`config.mk`:
```
export PLATFORM = sky130hd
export DESIGN_NAME = freq_multi_sched
export DESIGN_NICKNAME = d
export VERILOG_FILES = /design/src/rtl/freq_multi_pkg.sv /design/src/rtl/freq_sched_next_chan.sv /design/src/rtl/freq_multi_sched.sv
export SDC_FILE = /design/constraint.sdc
export NUM_CORES = 1
export LEC_CHECK = 0
export ABC_AREA = 1
export CORE_MARGIN = 1.5
export CORE_UTILIZATION = 35
export DETAILED_ROUTE_END_ITERATION = 8
export GPL_TIMING_DRIVEN = 0
export PLACE_DENSITY = 0.58
export SLEW_MARGIN = 5
export SYNTH_ARGS = -nofsm -noshare
export SYNTH_HDL_FRONTEND = slang
export SYNTH_SLANG_ARGS = --single-unit
```
`constraint.sdc`:
```
create_clock -name refclk -period 3 [get_ports refclk]
set_input_delay 0.6 -clock refclk [delete_from_list [all_inputs] [get_ports refclk]]
set_output_delay 0.6 -clock refclk [all_outputs]
set_load 0.005 [all_outputs]
```
`src/rtl/freq_multi_pkg.sv`:
```
// Shared definitions for the multi-channel frequency counter scheduler.
// Optional macro FREQ_SCHED_MASK_EN enables per-channel masking in the sequencer.
package freq_multi_pkg;

  localparam int NF_DEF = 8;   // channels
  localparam int NA_DEF = 3;   // clksel width
  localparam int RW_DEF = 24;  // gate-length counter width
  localparam int SW_DEF = 16;  // sweep counter width
  localparam int ST_MIN = 4;   // minimum settle cycles, matches the counter core pipeline depth

  typedef enum logic [1:0] {
    S_IDLE   = 2'd0,
    S_SETTLE = 2'd1,
    S_GATE   = 2'd2,
    S_STORE  = 2'd3
  } sched_state_t;

endpackage

```
`src/rtl/freq_sched_next_chan.sv`:
```
// Circular next-channel finder for the scheduler.
// With FREQ_SCHED_MASK_EN defined it returns the first enabled channel at or after the
// candidate (0 when 'first', else cur+1), wrapping circularly; otherwise a plain +1 mod NF.
// 'wrap' flags that the search passed NF-1; 'any' flags at least one usable channel.
module freq_sched_next_chan
  import freq_multi_pkg::*;
#(
  parameter int NF = NF_DEF,
  parameter int NA = NA_DEF
) (
  input  logic [NA-1:0] cur,
  input  logic          first,
`ifdef FREQ_SCHED_MASK_EN
  input  logic [NF-1:0] chan_en,
`endif
  output logic [NA-1:0] nxt,
  output logic          wrap,
  output logic          any
);

`ifdef FREQ_SCHED_MASK_EN
  // Scan NF positions from the candidate; the first enabled hit wins.
  always_comb begin
    int   base;
    int   idx;
    logic found;
    nxt   = '0;
    wrap  = 1'b0;
    any   = |chan_en;
    found = 1'b0;
    idx   = 0;
    base  = first ? 0 : int'(cur) + 1;
    for (int k = 0; k < NF; k++) begin
      idx = (base + k) % NF;
      if (!found && chan_en[idx]) begin
        found = 1'b1;
        nxt   = NA'(idx);
        wrap  = !first && (idx < base);
      end
    end
  end
`else
  assign any = 1'b1;

  // Sequential order; wrap at NF-1 rather than at 2^NA.
  always_comb begin
    nxt  = '0;
    wrap = 1'b0;
    if (!first) begin
      if (cur == NA'(NF - 1)) wrap = 1'b1;
      else                    nxt  = cur + 1'b1;
    end
  end
`endif

endmodule

```
`src/rtl/freq_multi_sched.sv`:
```
// Control sequencer for the multi-channel frequency counter core (refclk domain).
// Round-robins clksel, gates the accumulator for exactly gate_len cycles per channel and
// strobes ref_carry to store the count. Optional macro FREQ_SCHED_MASK_EN adds chan_en.
module freq_multi_sched
  import freq_multi_pkg::*;
#(
  parameter int NF = NF_DEF,
  parameter int NA = NA_DEF,
  parameter int rw = RW_DEF,
  parameter int ST = ST_MIN,
  parameter int SW = SW_DEF
) (
  input  logic          refclk,
  input  logic          rst,
  input  logic          run,
  input  logic          start,
  input  logic [rw-1:0] gate_len,
  input  logic          clr_valid,
`ifdef FREQ_SCHED_MASK_EN
  input  logic [NF-1:0] chan_en,
`endif
  output logic [NA-1:0] clksel,
  output logic          ref_carry,
  output logic          squelch,
  output logic          busy,
  output logic [NF-1:0] valid,
  output logic          sweep_done,
  output logic [SW-1:0] sweep_cnt
);

  sched_state_t  state, state_nx;
  logic [rw-1:0] cnt;
  logic [rw-1:0] g_m1;
  logic [NA-1:0] nxt_ch;
  logic          wrap, any;
  logic          cont;
  logic [NF-1:0] valid_q, set_pend;
  logic          cnt_zero, abort;

  assign cnt_zero = (cnt == '0);
  assign abort    = cont && !run;
  assign valid    = valid_q | set_pend;

  freq_sched_next_chan #(.NF(NF), .NA(NA)) u_next (
    .cur   (clksel),
    .first (state == S_IDLE),
`ifdef FREQ_SCHED_MASK_EN
    .chan_en (chan_en),
`endif
    .nxt   (nxt_ch),
    .wrap  (wrap),
    .any   (any)
  );

  // State register.
  always_ff @(posedge refclk) begin
    if (rst) state <= S_IDLE;
    else     state <= state_nx;
  end

  // Next-state and Moore outputs.
  always_comb begin
    state_nx  = state;
    squelch   = 1'b1;
    ref_carry = 1'b0;
    busy      = 1'b1;
    case (state)
      S_IDLE: begin
        busy = 1'b0;
        if ((run || start) && any) state_nx = S_SETTLE;
      end
      S_SETTLE: begin
        if (abort)         state_nx = S_IDLE;
        else if (cnt_zero) state_nx = S_GATE;
      end
      S_GATE: begin
        squelch = 1'b0;
        if (abort)         state_nx = S_IDLE;
        else if (cnt_zero) state_nx = S_STORE;
      end
      S_STORE: begin
        ref_carry = 1'b1;
        if (!any)              state_nx = S_IDLE;
        else if (wrap && !run) state_nx = S_IDLE;
        else                   state_nx = S_SETTLE;
      end
      default: state_nx = S_IDLE;
    endcase
  end

  // Settle/gate down-counter; gate length is latched on every entry to SETTLE.
  always_ff @(posedge refclk) begin
    if (state_nx == S_SETTLE && state != S_SETTLE) begin
      cnt  <= rw'(ST - 1);
      g_m1 <= (gate_len == '0) ? '0 : gate_len - 1'b1;
    end else if (state == S_SETTLE && cnt_zero) begin
      cnt <= g_m1;
    end else if (!cnt_zero) begin
      cnt <= cnt - 1'b1;
    end
  end

  // Channel select, sweep mode, result flags and sweep status.
  always_ff @(posedge refclk) begin
    if (rst) begin
      clksel     <= '0;
      cont       <= 1'b0;
      set_pend   <= '0;
      valid_q    <= '0;
      sweep_done <= 1'b0;
      sweep_cnt  <= '0;
    end else begin
      set_pend   <= (state == S_STORE) ? (NF'(1) << clksel) : '0;
      valid_q    <= (valid_q & ~{NF{clr_valid}}) | set_pend;
      sweep_done <= (state == S_STORE) && wrap && any;
      if (state == S_STORE && wrap && any) sweep_cnt <= sweep_cnt + 1'b1;
      if (state == S_IDLE && state_nx == S_SETTLE) begin
        clksel <= nxt_ch;
        cont   <= run;
      end
      if (state == S_STORE && any) begin
        clksel <= nxt_ch;
        if (wrap) cont <= run;
      end
    end
  end

endmodule
```
==> results.toml <==
[setup_path]
critPathRequiredTime_ns = 2.94
rrSetupSlack_ns = 0.31
critPathLaunchType = "flop"
critPathArrivalTime_ns = 2.63
timing.rr.end = "g_m1[13]$_SDFFCE_PN0P_"
critPathMaxFanout = 24
path_class = "flop to flop"
rr_startpoint = "cnt[0]$_SDFFE_PP1P_"
r2r_cells = 11
cp-end-kind = "flop"

[synthesis]
syn_inst = 581
yosysTopAreaCellShare = 0.276
ys_top_cells_by_area = "dfxtp_1, edfxtp_1, nor2_1, inv_1, nand2_1"
synth_edf_count = 24
yosysSeqAreaShare = 0.434
ys_ff_latch = 87
syn-num-nets = 618
synthArstFlopShare = 0
syn_area_um2 = 4560
synthFlopType = "dfxtp_1"
avgSynthCellArea_um2 = 7.86
synth.distinct_cells = 44
yosysWarnings = 0
synth_common_cells = "nor2_1, inv_1, nand2_1"
synth.most_common_cell = "nor2_1"
synth_top_cell_by_area = "dfxtp_1"

[cts]
ctsLongestPathBuffers = 2
worstSkewPairLatency_ns = 0.34
cts.sinks = 87
htree_levels = 3
cts_tree = "built"
root_buffer = "clkbuf_16"
cts_setup_buffers = 0
clkTransAtPathRegs_ns = 0.06
cts_buffers = 9

[min_path]
min_path_cells = 2
hold_start = "cnt[1]$_SDFFE_PP1P_"
worst_hold_path_type = "flop to flop"
worstHoldEndpoint = "cnt[1]$_SDFFE_PP1P_"

[timing]
worst_clock_skew_ns = 0.00738
final.period_utilization = 0.897
setup_viol = 0
slew_viol_final = 0
min_period_ns = 2.69
rsz0062_at_grt = "no"
setup_tns_ns = 0
max_slew_margin = 0.617
worstMarginPinSlew_ns = 0.574
hold_viol = 0
whs_ns = 0.464
fin_ws_ns = 0.310
max_freq_ghz = 0.372

[grt]
grt_pass1_vias = 3724
overflow = 0
grt_pass1_wl_um = 16500
antenna_found_initial = 0
grt_max_degree = 25
gr-usage-all-layers = 0.154

[routing]
vias_per_cell = 4.58
ant_nets = 0
drc = 0
vias = 3796
drt_iter0_markers = 176
routedWlPerCell_um = 11.8
firstDrtPassIters = 4
routed_wl_um = 9750

[floorplan]
die_area_um2 = 13700
initial_utilization = 0.360
rows = 41
core_um2 = 12700
io_pins = 60
fp.dieH_um = 117
chipWidth_um = 117

[power_and_ir_drop]
powerDensity_nw_per_um2 = 734
leakage_nw = 2.55
peakVddDrop_mv = 0.308

[place]
dpl_worst_slack_ns = -0.0695
io_buffers = 59
hpwlAfterDp_um = 7540
place.gp.congestion = 0.902

[status]
status = "completed"

[layout]
nets = 688
area_growth_pct = 24.3
layout-drive-gt1-share = 0.102
diodes = 0

[job]
drv_cap = 0
-- per-layer routing --
metal	up-vias	routed length [µm]	track usage
li1	2013	-	-
met5	-	0	0
met3	7	406	0.0350
met1	1691	4570	0.189
met2	85	4670	0.262
met4	0	91	0.0635
-- logic make-up after synthesis --
logic type,Yosys count,share of synthesized area
xor+xnor,29,0.0556
compound gates,81,0.107
fa+ha+maj,8,0.0219
buf+inv,111,0.0979
simple gates,265,0.283
flops,87,0.434
-- flip-flops by register name, summed over array words and instances, names as in the netlist --
| signal | count |
|---|---|
| cnt | 24 |
| set_pend | 8 |
| sweep_done | 1 |
| cont | 1 |
| sweep_cnt | 16 |
| clksel | 3 |
| state | 2 |
| valid_q | 8 |
| g_m1 | 24 |
-- worst max-delay path, cell delays in order (launching register included) --
cell and delay, ns:
dfxtp_1 0.37, inv_1 0.10, ha_1 0.26, nand2_2 0.13, nor2_2 0.18, nand3_2 0.13, buf_6 0.18, nand2_1 0.07
nand3_2 0.12, nand4_4 0.15, buf_6 0.18, clkinvlp_4 0.41
-- per-stage QoR --
| stage | cell area [µm²] | cells | utilization | power (mW) |
|---|---|---|---|---|
| 2_1_floorplan | 4560 | 581 | - | 2.72 |
| 3_3_place_gp | 5370 | 812 | 0.424 | 3.05 |
| 3_5_place_dp | 5370 | 812 | 0.424 | 3.07 |
| 4_1_cts | 5670 | 828 | 0.447 | 4.21 |
| 5_1_grt | 5670 | 828 | 0.448 | 4.49 |
| 6_report | 5670 | 828 | 0.448 | 4.17 |
-- placed cells by master, fill, tap and decap left out, drive strengths merged, types with 3 or more instances in the layout --
master	n
or2	6
buf	6
o21ai	31
clkbuf	14
edfxtp	24
xor2	23
nor3	16
nand4	6
o2111ai	14
xnor2	6
clkinv	3
nand2	73
inv	103
o211ai	4
nor3b	4
clkdlybuf4s50	59
o21a	3
nand3	29
nor2	128
a21oi	24
dfxtp	63
ha	8
-- power by group --
part	switching [mW]	internal, mW
sequential	0.162	1.46
combinational	0.888	0.547
clock	0.484	0.622
total	1.53	2.63
-- final cells by class --
class                           instances  area [µm²]
Timing Repair Buffer                   59         591
Multi-Input combinational cell        383        2140
Tap cell                              172         215
Sequential cell                        87        1980
Fill cell                            1272        7000
Buffer                                 10        62.6
Clock buffer                           10         250
Inverter                              101         388
Clock inverter                          6        48.8
-- worst max path at each step --
| stage | start | endpoint | slack, ns |
|---|---|---|---|
| 6_report | cnt[0]$_SDFFE_PP1P_ | g_m1[13]$_SDFFCE_PN0P_ | 0.31 |
| 5_1_grt | cnt[0]$_SDFFE_PP1P_ | g_m1[6]$_SDFFCE_PN0P_ | 0.10 |
| 4_1_cts | cnt[0]$_SDFFE_PP1P_ | g_m1[3]$_SDFFCE_PN0P_ | 0.04 |
| 3_5_place_dp | run | g_m1[16]$_SDFFCE_PN0P_ | -0.07 |
| 3_3_place_gp | run | g_m1[18]$_SDFFCE_PN0P_ | -0.03 |
| 2_1_floorplan | cnt[0]$_SDFFE_PP1P_ | g_m1[0]$_SDFFCE_PN0P_ | 0.56 |
-- timing repair --
item                       in CTS  in global routing
setup endpoints to repair       0                 24
hold buffers                    0                  0
resized for setup               0                  1
Note: power is estimated with default switching activity, not from simulation.
